==> config.mk <==
export PLATFORM = sky130hd
export DESIGN_NAME = fir_out_requant
export DESIGN_NICKNAME = d
export VERILOG_FILES = /design/src/rtl/fir_out_requant.sv
export SDC_FILE = /design/constraint.sdc
export NUM_CORES = 1
export LEC_CHECK = 0
export CORE_ASPECT_RATIO = 0.9
export CORE_MARGIN = 10
export CORE_UTILIZATION = 41
export DETAILED_ROUTE_END_ITERATION = 7
export GPL_TIMING_DRIVEN = 0
export SLEW_MARGIN = 5
export SYNTH_ARGS = -nofsm -noshare
export SYNTH_HDL_FRONTEND = slang
export SYNTH_SLANG_ARGS = --single-unit
==> constraint.sdc <==
create_clock -name clk -period 3.33 [get_ports clk]
set_input_delay 0.4995 -clock clk [delete_from_list [all_inputs] [get_ports clk]]
set_output_delay 0.4995 -clock clk [all_outputs]
set_load 0.01 [all_outputs]
==> src/rtl/fir_out_requant.sv <==
// fir_out_requant
//   Output requantiser for the FIR decimator. Each full-precision sample is
//   rounded (round-half-toward-+inf) after an arithmetic right shift by SHIFT,
//   range-limited to OUT_W bits, tagged with a frame-end marker and buffered
//   in a FIFO that drives an AXI-Stream-style master port.
//
//   Build option: define REQUANT_SAT_EN to clamp out-of-range results to the
//   OUT_W extremes; leave it undefined to wrap (keep the low OUT_W bits).
//
// Ports
//   clk       system clock, rising edge
//   rst       synchronous active-high reset
//   in_data   signed IN_W sample from the FIR, qualified by in_vld
//   in_vld    one-cycle sample qualifier (no backpressure)
//   m_tdata   requantised sample at the FIFO head (0 while empty)
//   m_tvalid  FIFO not empty
//   m_tready  downstream accept
//   m_tlast   head sample is the last of a FRAME_LEN frame
//   clip      one-cycle pulse for an out-of-range stage-2 result
//   ovf       sticky: a sample was dropped because the FIFO was full
module fir_out_requant #(
  parameter int IN_W       = 24,
  parameter int OUT_W      = 16,
  parameter int SHIFT      = 8,
  parameter int FIFO_DEPTH = 16,
  parameter int FRAME_LEN  = 256
) (
  input  logic             clk,
  input  logic             rst,
  input  logic [IN_W-1:0]  in_data,
  input  logic             in_vld,
  output logic [OUT_W-1:0] m_tdata,
  output logic             m_tvalid,
  input  logic             m_tready,
  output logic             m_tlast,
  output logic             clip,
  output logic             ovf
);

  localparam int AW = $clog2(FIFO_DEPTH);
  localparam int FW = (FRAME_LEN > 1) ? $clog2(FRAME_LEN) : 1;

  // OUT_W range expressed in the IN_W+1 bit stage-1 domain
  localparam logic signed [IN_W:0] R_MAX = {{(IN_W-OUT_W+2){1'b0}}, {(OUT_W-1){1'b1}}};
  localparam logic signed [IN_W:0] R_MIN = {{(IN_W-OUT_W+2){1'b1}}, {(OUT_W-1){1'b0}}};
  localparam logic signed [OUT_W-1:0] Q_MAX = {1'b0, {(OUT_W-1){1'b1}}};
  localparam logic signed [OUT_W-1:0] Q_MIN = {1'b1, {(OUT_W-1){1'b0}}};

  // Add half an LSB of the shifted result, then shift; one guard bit keeps
  // the add from overflowing. half is zero when SHIFT is zero.
  function automatic logic signed [IN_W:0] round_shift(input logic signed [IN_W-1:0] x);
    logic signed [IN_W:0] ext;
    logic signed [IN_W:0] half;
    ext  = {x[IN_W-1], x};
    half = ((IN_W+1)'(1) << SHIFT) >> 1;
    return (ext + half) >>> SHIFT;
  endfunction

  function automatic logic out_of_range(input logic signed [IN_W:0] r);
    return (r > R_MAX) || (r < R_MIN);
  endfunction

  function automatic logic signed [OUT_W-1:0] requant(input logic signed [IN_W:0] r);
`ifdef REQUANT_SAT_EN
    if (r > R_MAX)      return Q_MAX;
    else if (r < R_MIN) return Q_MIN;
    else                return r[OUT_W-1:0];
`else
    return r[OUT_W-1:0];
`endif
  endfunction

  logic signed [IN_W-1:0]  in_data_s;
  logic signed [IN_W:0]    r_p1;
  logic                    vld_p1;
  logic signed [OUT_W-1:0] q_p2;
  logic                    vld_p2;

  logic [FW-1:0]  frm_cnt;
  logic [AW-1:0]  wr_ptr;
  logic [AW-1:0]  rd_ptr;
  logic [AW:0]    count;
  logic [OUT_W:0] mem [FIFO_DEPTH];
  logic [OUT_W:0] head;
  logic           full;
  logic           rd_en;
  logic           wr_en;
  logic           last_p2;

  assign in_data_s = in_data;

  // ---- stage 1: round and shift ----
  // ---- stage 2: range check and requantise ----
  always_ff @(posedge clk) begin
    if (in_vld) r_p1 <= round_shift(in_data_s);
    if (vld_p1) q_p2 <= requant(r_p1);
  end

  always_ff @(posedge clk) begin
    if (rst) begin
      vld_p1 <= 1'b0;
      vld_p2 <= 1'b0;
      clip   <= 1'b0;
    end else begin
      vld_p1 <= in_vld;
      vld_p2 <= vld_p1;
      clip   <= vld_p1 && out_of_range(r_p1);
    end
  end

  // ---- stage 3: frame tagging and FIFO write ----
  assign full    = (count == (AW+1)'(FIFO_DEPTH));
  assign rd_en   = m_tvalid & m_tready;
  // A read in the same cycle frees the slot a full FIFO would otherwise refuse
  assign wr_en   = vld_p2 & (~full | rd_en);
  assign last_p2 = (frm_cnt == FW'(FRAME_LEN-1));

  always_ff @(posedge clk) begin
    if (rst) begin
      frm_cnt <= '0;
      wr_ptr  <= '0;
      rd_ptr  <= '0;
      count   <= '0;
      ovf     <= 1'b0;
    end else begin
      // Dropped samples still advance the frame so tlast stays aligned
      if (vld_p2) frm_cnt <= last_p2 ? '0 : frm_cnt + 1'b1;
      if (vld_p2 && full && !rd_en) ovf <= 1'b1;
      if (wr_en) wr_ptr <= wr_ptr + 1'b1;
      if (rd_en) rd_ptr <= rd_ptr + 1'b1;
      case ({wr_en, rd_en})
        2'b10:   count <= count + 1'b1;
        2'b01:   count <= count - 1'b1;
        default: count <= count;
      endcase
    end
  end

  always_ff @(posedge clk) begin
    if (wr_en) mem[wr_ptr] <= {last_p2, q_p2};
  end

  // Head comes straight from storage, so it is stable until the pointer moves
  assign head     = mem[rd_ptr];
  assign m_tvalid = (count != '0);
  assign m_tdata  = m_tvalid ? head[OUT_W-1:0] : '0;
  assign m_tlast  = m_tvalid & head[OUT_W];

endmodule

==> metrics.yaml, run 1 <==
timing:
  fmax_ghz: 0.308
  finalSetupViolations: 0
  fin_crit_ps: 3240
  worst_slew_pin_slew_ps: 1080
  fin_crit_sh_pct: 97.4
  fin_skew_ps: 16.1
  hold_viol: 0
  whs_ps: 418
  slew_headroom_pct: 27.5
  setup_slack_ps: 86.2
  slew_viol_final: 0
  rsz0062_at_grt: "true"
die:
  die-width_um: 208
  io_pins: 48
  start_util_pct: 41.9
  rows: 61
  fp.coreArea_sq_um: 31100
  die_height_um: 189
  design.die.area_sq_um: 39300
min_path:
  hold_path.class: "flip-flop to flip-flop"
  hold_depth: 0
  min-delay-start: "r_p1[4]"
  hold_end: "q_p2[4]"
power:
  peakVddDrop_uv: 526
  power.density_nw_per_um2: 698
  power.leakage_nw: 4.86
routing:
  first_iter_violations: 380
  vias_per_cell: 5.36
  vias: 6341
  drc_errors: 0
  wl_mm: 26.4
  wl_per_cell_um: 22.3
  ant_nets: 0
  firstDrtPassIters: 4
global_routing:
  overflow: 0
  grt_pass1_wl_mm: 40.4
  track_usage_pct: 13.2
  grt_pass1_vias: 6805
  antenna_found_initial: 0
  grt_max_degree: 19
clock_network:
  cts_tree: "yes"
  htreeDepth: 2
  cts_resized: 43
  clock_path_buffers: 3
  cts_setup_buffers: 0
  clock-sinks: 334
  path_clk_slew_ps: 60
  cts_inserted_buffers: 34
  worstSkewPairLatency_ps: 510
  cts_hold_buffers: 0
  root_buffer: "clkbuf_16"
finish:
  diodes: 0
  nets: 786
  area_growth_pct: 18.6
  fin_util_pct: 49.7
  drive_above_1_share_pct: 24.3
synth:
  synth-compound-area-share_pct: 2.55
  synth_area_per_cell_sq_um: 19.7
  synth_common_cells: "edfxtp_1 (305), mux4_2 (68), mux2i_1 (36), nor2_1 (36), dfxtp_1 (29)"
  synth_warnings: 0
  ys_seq_elements: 334
  netlist_area_sq_um: 13000
  ys_types: 47
  syn_nets: 695
  yosys.area_share.adder_pct: 0.770
  synth.area.mux_share_pct: 14.8
  yosysSeqAreaShare_pct: 74.9
  yosys-top-cells-area: "edfxtp_1 (70%), mux4_2 (12%), dfxtp_1 (4.5%), mux2i_1 (2.8%), nor2_1 (1.0%)"
  synth_most_common_cell: "edfxtp_1"
  synth-simple-area-share_pct: 3.75
  synthArstFlopShare_pct: 0
  synth_area_leader_cell: "edfxtp_1"
  synth_edf_count: 305
  syn_inst: 659
  synth.top_cell.area_share_pct: 70.4
  synth_top_family_by_area: "multiplexers"
  synth_ff_type: "edfxtp_1"
  synth_xor_area_share_pct: 1.89
placement:
  dpl_worst_slack_ps: -180
  finalWeightedCongestion: 0.770
  port_buffers: 40
  dp_hpwl_mm: 17.8
worst_setup_path:
  reg2regPathDepth: 5
  rrSetupSlack_ps: 540
  worstSetupStartpointType: "flip-flop"
  path_class: "flip-flop to output pin"
  cp_max_fo: 10
  cpMaxStageDelayCell: "clkdlybuf4s50_1"
  crit_arrival_ps: 2740
  cpLargestDelayFamily: "buffers and inverters"
  cp-end-kind: "output pin"
  timing.rr.start: "vld_p2"
  crit_path_frequent_cell: "buf_12"
  r2r_end: "mem[0][11]"
  max_stage_delay_ps: 530
  worstPathRequired_ps: 2830
  path_cells: "clkbuf_4 > buf_12 > buf_12 > mux4_2 > mux2i_1 > o22ai_1 > clkdlybuf4s50_1"
  path_buf_inv: 4
job:
  maxCapViolations: 0
status:
  status: "completed"
==> registers in the layout, summed over array words and instances, names as in the netlist, named ones only <==
register,flops
count,5
ovf,1
vld_p1,1
r_p1,17
frm_cnt,8
vld_p2,1
wr_ptr,4
mem,272
q_p2,16
rd_ptr,4
clip,1
==> through the flow <==
| step | cells | cell area [sq um] | setup TNS, ps | total power (W) |
|---|---|---|---|---|
| final | 1183 | 15400 | 0 | 0.0108 |
| after global routing | 1183 | 15400 | -0.559 | 0.0112 |
| after CTS | 1183 | 15400 | 0 | 0.0108 |
| after detailed placement | 1124 | 14200 | -1650 | 0.00703 |
| after global placement | 1108 | 13900 | -120050 | 0.00698 |
| after floorplan | 659 | 13000 | 0 | 0.00622 |
==> cells in the final DEF, fill, tap and decap left out, drive strengths merged, types with 8 or more instances in the layout <==
cell,instances
edfxtp,305
mux4,68
clkbuf,52
mux2i,36
nor2,36
buf,34
clkdlybuf4s50,31
dfxtp,29
nand2,18
o22ai,17
xnor2,14
xor2,14
clkinv,14
nand3,11
ha,8
nor3,8
==> layer usage <==
metal  track usage [%]  vias to the layer above  wire [um]
li1                  -                     2856          -
met1              16.6                     3304      11200
met2              22.8                      151      13400
met3              3.08                       30       1380
met4              3.23                        0        374
met5                 0                        -          0
==> report_power, final <==
group          total (W)  switching [W]  internal [W]  leakage (nW)
Sequential       0.00480       0.000118       0.00468          3.00
Clock            0.00374        0.00150       0.00224         0.536
Combinational    0.00223        0.00108       0.00115          1.33
==> worst max path at each step <==
stage / start / to / slack (ps) / depth (start not counted)
final: flip-flop / m_tdata[0] / 90 / 7
after global routing: flip-flop / m_tdata[0] / -0.6 / 7
after CTS: flip-flop / m_tdata[8] / 0.8 / 7
after detailed placement: flip-flop / m_tdata[5] / -180 / 7
after global placement: m_tready / mem[0][11] / -1110 / 5
after floorplan: vld_p2 / mem[0][0] / 620 / 4
==> area by class of cell <==
cell class,count,area [sq um]
repair buffers,56,623
plain buffers,30,248
fillers,2467,15600
multi-input cells,289,3180
flip-flops and latches,334,9740
clock inverters,18,160
clock buffers,42,945
inverters,5,18.8
well taps,409,512
==> cells by family after synthesis <==
logic type,Yosys count
adder cells (fa/ha/maj),8
flip-flops,334
AND/OR/NAND/NOR,102
buffers and inverters,36
XOR/XNOR,28
multiplexers,107
AO/OA/AOI/OAI,44
Note: power is estimated with default switching activity, not from simulation.
==> run 2, diff against run 1 <==
--- a/config.mk
+++ b/config.mk
@@ -5,6 +5,7 @@
 export SDC_FILE = /design/constraint.sdc
 export NUM_CORES = 1
 export LEC_CHECK = 0
+export ABC_AREA = 1
 export CORE_ASPECT_RATIO = 0.9
 export CORE_MARGIN = 10
 export CORE_UTILIZATION = 41
==> run 2 against run 1 <==
- non-clock buffer count increased by 25
- routed wire length increased by 28%
- clock power decreased by 3%
- critical path type unchanged
- final cell count increased by 31%
- clock skew increased by 8.0 ps
- worst setup slack got worse by 17 ps
- utilization decreased by 0.24 points
- highest routed layer unchanged
==> metrics.yaml, run 2 <==
status:
  status: "completed"
power:
  swShare_pct: 31.1
  power.density_nw_per_um2: 715
  combPwrFrac_pct: 24.9
  intPower_w: 0.00778
  clock_power_share_pct: 32.2
  peakVddDrop_uv: 429
  p_seq_share_pct: 42.9
  power.leakage_nw: 5.35
  p_sw_w: 0.00351
synth:
  netlist_area_sq_um: 13300
  synth_area_leader_cell: "edfxtp_1"
  synth.top_cell.area_share_pct: 68.8
  synth_ff_type: "edfxtp_1"
  synth_common_cells: "edfxtp_1 (305), nor2_1 (189), o21ai_0 (153)"
  synth_edf_count: 305
  yosys-top-cells-area: "edfxtp_1 (69%), o21ai_0 (5.8%), nor2_1 (5.3%), dfxtp_1 (4.4%), o221ai_1 (3.4%)"
  synth_warnings: 0
  ys_seq_elements: 334
  yosysSeqAreaShare_pct: 73.2
  synth_most_common_cell: "edfxtp_1"
  syn_nets: 1050
  synth_area_per_cell_sq_um: 13.1
  ys_types: 39
  synthArstFlopShare_pct: 0
  syn_inst: 1014
placement:
  port_buffers: 39
  finalWeightedCongestion: 0.815
  dpl_worst_slack_ps: 306
  dp_hpwl_mm: 22.3
timing:
  worst_slew_pin_slew_ps: 765
  setup_slack_ps: 69.2
  fin_skew_ps: 24.0
  rsz0062_at_grt: "true"
  fin_crit_ps: 3260
  finalSetupViolations: 0
  slew_headroom_pct: 49.0
  fin_setup_tns_ps: 0
  fin_crit_sh_pct: 97.9
  fmax_ghz: 0.307
  whs_ps: 414
  slew_viol_final: 0
  hold_viol: 0
finish:
  area_growth_pct: 18.7
  final_common_cell: "edfxtp_1"
  diodes: 0
  final_cell_mix: "edfxtp_1 (305), nor2_1 (172), o21ai_0 (153)"
  largest_reg_flops: 272
  top_register: "mem"
  nets: 1142
  reg_top3: "mem (272), r_p1 (17), q_p2 (16)"
  fin_util_pct: 49.4
  drive_above_1_share_pct: 15.9
global_routing:
  grt_max_degree: 19
  grt_pass1_vias: 8277
  grt_pass1_wl_mm: 51.7
  track_usage_pct: 16.9
  antenna_found_initial: 0
  overflow: 0
routing:
  firstDrtPassIters: 5
  first_iter_violations: 834
  wl_per_cell_um: 21.8
  vias_per_cell: 5.57
  ant_nets: 0
  drc_errors: 0
  vias: 8606
  wl_mm: 33.7
worst_setup_path:
  cp_max_fo: 10
  worstSetupStartpointType: "flip-flop"
  reg2regPathDepth: 5
  cp-end-kind: "output pin"
  worstPathRequired_ps: 2830
  crit_arrival_ps: 2760
  path_class: "flip-flop to output pin"
die:
  die-width_um: 210
  rows: 62
  die_height_um: 191
  io_pins: 48
  design.die.area_sq_um: 40100
  start_util_pct: 41.6
  fp.coreArea_sq_um: 32000
clock_network:
  path_clk_slew_ps: 60
  cts_tree: "yes"
  cts_inserted_buffers: 35
  htreeDepth: 2
  root_buffer: "clkbuf_16"
  clock_path_buffers: 3
  clock-sinks: 334
  worstSkewPairLatency_ps: 520
min_path:
  hold_path.class: "flip-flop to flip-flop"
  hold_depth: 0
job:
  maxCapViolations: 0
-- run 2: power by group through the flow --
stage	logic (W)	clock network (W)	registers, W
3_5_place_dp	0.00268	0	0.00493
3_3_place_gp	0.00265	0	0.00493
2_1_floorplan	0.00154	0	0.00486
5_1_grt	0.00309	0.00386	0.00486
6_report	0.00281	0.00363	0.00484
4_1_cts	0.00276	0.00367	0.00484
-- run 2: area by class of cell --
cell class,count,area [sq um]
Clock inverter,18,139
Multi-Input combinational cell,583,3310
Clock buffer,42,902
Sequential cell,334,9740
Tap cell,416,520
Timing Repair Buffer,55,701
Buffer,56,328
Fill cell,2796,16200
Inverter,41,158
-- run 2: path summary, 6_finish.rpt --
check	start	end	slack, ps
hold reg to reg	r_p1[10]	q_p2[10]	410
setup / recovery	flip-flop	m_tdata[7]	70
setup reg to reg	vld_p2	mem[0][5]	1200
hold / removal	r_p1[10]	q_p2[10]	410
-- run 2: routing by layer --
metal	GRT usage [%]	vias to the layer above	wire [um]
li1	-	3944	-
met1	23.4	4191	14500
met2	26.3	405	15300
met3	2.81	66	2990
met4	5.92	0	927
met5	0	-	0
-- run 2: through the flow --
stage | cell area [sq um] | total power (W) | cells
2_1_floorplan | 13300 | 0.00641 | 1014
5_1_grt | 15800 | 0.0118 | 1545
4_1_cts | 15700 | 0.0113 | 1545
6_report | 15800 | 0.0113 | 1545
3_3_place_gp | 14200 | 0.00758 | 1469
3_5_place_dp | 14600 | 0.00761 | 1485
-- run 2: kinds of logic after synthesis --
family	Yosys count	synth area share (%)
flops	334	73.2
simple gates	297	10.1
compound gates	259	11.5
buf+inv	97	3.22
xor+xnor	19	1.25
fa+ha+maj	8	0.752
-- run 2: repair_timing --
item	CTS	global route
cloned	0	0
pin swaps	0	3
setup endpoints to repair	17	17
hold buffers	0	0
setup buffers	0	0
gates resized for setup	35	37
-- run 2: critical path, cell delays in order (launching register included) --
cell and delay [ps]:
dfxtp_1 340, buf_6 160, inv_4 130, buf_6 160
buf_4 220, nor2_1 60, o221ai_1 270, nand3_1 180
a21oi_2 190, clkdlybuf4s50_1 550
==> run 3, diff against run 2 <==
--- a/config.mk
+++ b/config.mk
@@ -6,7 +6,7 @@
 export NUM_CORES = 1
 export LEC_CHECK = 0
 export ABC_AREA = 1
-export CORE_ASPECT_RATIO = 0.9
+export CORE_ASPECT_RATIO = 1.4
 export CORE_MARGIN = 10
 export CORE_UTILIZATION = 41
 export DETAILED_ROUTE_END_ITERATION = 7
==> run 3 against run 2 <==
- critical endpoint is now m_tdata[9]
- global-route usage down 0.17 points
- routed wire length fell by 0.89%
- maximum frequency fell by 1.3%
- largest cell class unchanged
- sequential share of layout area rose by 0.95 points
==> metrics.yaml, run 3 (synthesis gave the netlist of run 2 again) <==
clock_network:
  clock_path_buffers: 3
  cts_inserted_buffers: 29
  cts_hold_buffers: 0
  clock-sinks: 334
  cts_tree: "yes"
  root_buffer: "clkbuf_16"
  path_clk_slew_ps: 60
  htreeDepth: 1
  cts_setup_buffers: 0
  worstSkewPairLatency_ps: 560
timing:
  fin_setup_tns_ps: 0
  worst_slew_pin_slew_ps: 806
  rsz0062_at_grt: "true"
  fin_crit_ps: 3300
  fmax_ghz: 0.303
  hold_viol: 0
  finalSetupViolations: 0
  fin_crit_sh_pct: 99.2
  slew_headroom_pct: 46.2
  fin_skew_ps: 14.8
  slew_viol_final: 0
finish:
  seq_area_sq_um: 9740
  final_cell_mix: "edfxtp_1 (305), nor2_1 (173), o21ai_0 (152)"
  drive_above_1_share_pct: 14.9
  diodes: 0
  area_growth_pct: 16.9
  reg_top3: "mem (272), r_p1 (17), q_p2 (16)"
  final_area_sq_um: 15600
  nets: 1136
  multi_input_area_sq_um: 3270
  fill_cells: 2810
  largest_reg_flops: 272
  final_common_cell: "edfxtp_1"
  top_register: "mem"
  stdcell_count: 1522
die:
  fp.coreArea_sq_um: 32200
  die-width_um: 172
  design.die.area_sq_um: 40200
  io_pins: 48
  die_height_um: 233
  rows: 78
  start_util_pct: 41.3
worst_setup_path:
  cp-end-kind: "output pin"
  cp_max_fo: 10
  crit_arrival_ps: 2800
  worstSetupStartpointType: "flip-flop"
  path_class: "flip-flop to output pin"
  worstPathRequired_ps: 2830
routing:
  firstDrtPassIters: 6
  first_iter_violations: 684
  vias_per_cell: 5.56
  ant_nets: 0
  wl_mm: 33.4
  drc_errors: 0
  wl_per_cell_um: 22.0
  vias: 8458
power:
  clock_power_share_pct: 29.6
  combPwrFrac_pct: 25.7
  swShare_pct: 31.2
  p_seq_share_pct: 44.6
  power.leakage_nw: 5.26
  peakVddDrop_uv: 436
  p_sw_w: 0.00338
  power.density_nw_per_um2: 697
  intPower_w: 0.00746
global_routing:
  overflow: 0
  grt_max_degree: 19
  grt_pass1_vias: 8303
  grt_pass1_wl_mm: 50.6
  track_usage_pct: 16.7
  antenna_found_initial: 0
placement:
  dp_hpwl_mm: 23.3
  place_area_sq_um: 14500
  finalWeightedCongestion: 0.846
  dp_cells: 1469
  port_buffers: 39
status:
  status: "completed"
job:
  maxCapViolations: 0
min_path:
  hold_path.class: "primary input to flip-flop"
==> run 3: repair_timing <==
action	4_1_cts	5_1_grt
pin swaps	1	2
resized for setup	42	30
setup endpoints to repair	17	14
cloned	0	0
endpoints found under the hold margin	0	0
==> run 3: critical path, cell delays in order, from the launching register on <==
cell and delay (ps):
dfxtp_1 340, buf_6 160, inv_4 130, buf_4 200
nor2_1 50, o22ai_1 220, nor2_1 70, nor2_1 160
o21ai_0 140, a21oi_1 200, clkdlybuf4s50_1 570
==> run 3: path summary, 6_finish.rpt <==
kind / startpoint / end / slack, ps / depth (start not counted)
max: flip-flop / m_tdata[9] / 30 / 10
min: rst / vld_p2 / 380 / 2
max reg2reg: vld_p2 / mem[14][3] / 1020 / 5
min reg2reg: r_p1[9] / q_p2[9] / 420 / 0
==> run 3: routing by layer <==
metal  vias to the layer above  part of all wire, %  GRT usage [%]
met5                         -                    0              0
met2                       321                   53           30.1
met4                         0                  3.2           6.56
li1                       3926                    -              -
met3                        61                  6.1           1.93
met1                      4150                   38           19.7
==> run 3: cell type report <==
type	instances	area share, %
sequential	334	62.6
multi-input combinational	583	21.0
clock buffer	40	4.99
timing repair buffer	55	4.20
tap	400	3.22
buffer	56	2.18
inverter	41	1.02
clock inverter	13	0.748
==> run 3: power by group through the flow <==
| stage | logic [W] | clock network [W] | registers (W) |
|---|---|---|---|
| 6_report | 0.00279 | 0.00321 | 0.00484 |
| 3_5_place_dp | 0.00269 | 0 | 0.00493 |
| 4_1_cts | 0.00275 | 0.00326 | 0.00484 |
| 2_1_floorplan | 0.00154 | 0 | 0.00486 |
| 5_1_grt | 0.00303 | 0.00343 | 0.00485 |
| 3_3_place_gp | 0.00265 | 0 | 0.00492 |
==> run 3: stage by stage <==
step | util [%] | setup slack (ps) | hold slack (ps) | power [W]
3_3_place_gp | 44.1 | -402 | 404 | 0.00758
6_report | 48.3 | 26.9 | 377 | 0.0108
4_1_cts | 48.0 | 0.695 | 384 | 0.0109
2_1_floorplan | - | 1300 | 400 | 0.00641
3_5_place_dp | 45.0 | 287 | 405 | 0.00762
5_1_grt | 48.3 | -83.4 | 419 | 0.0113
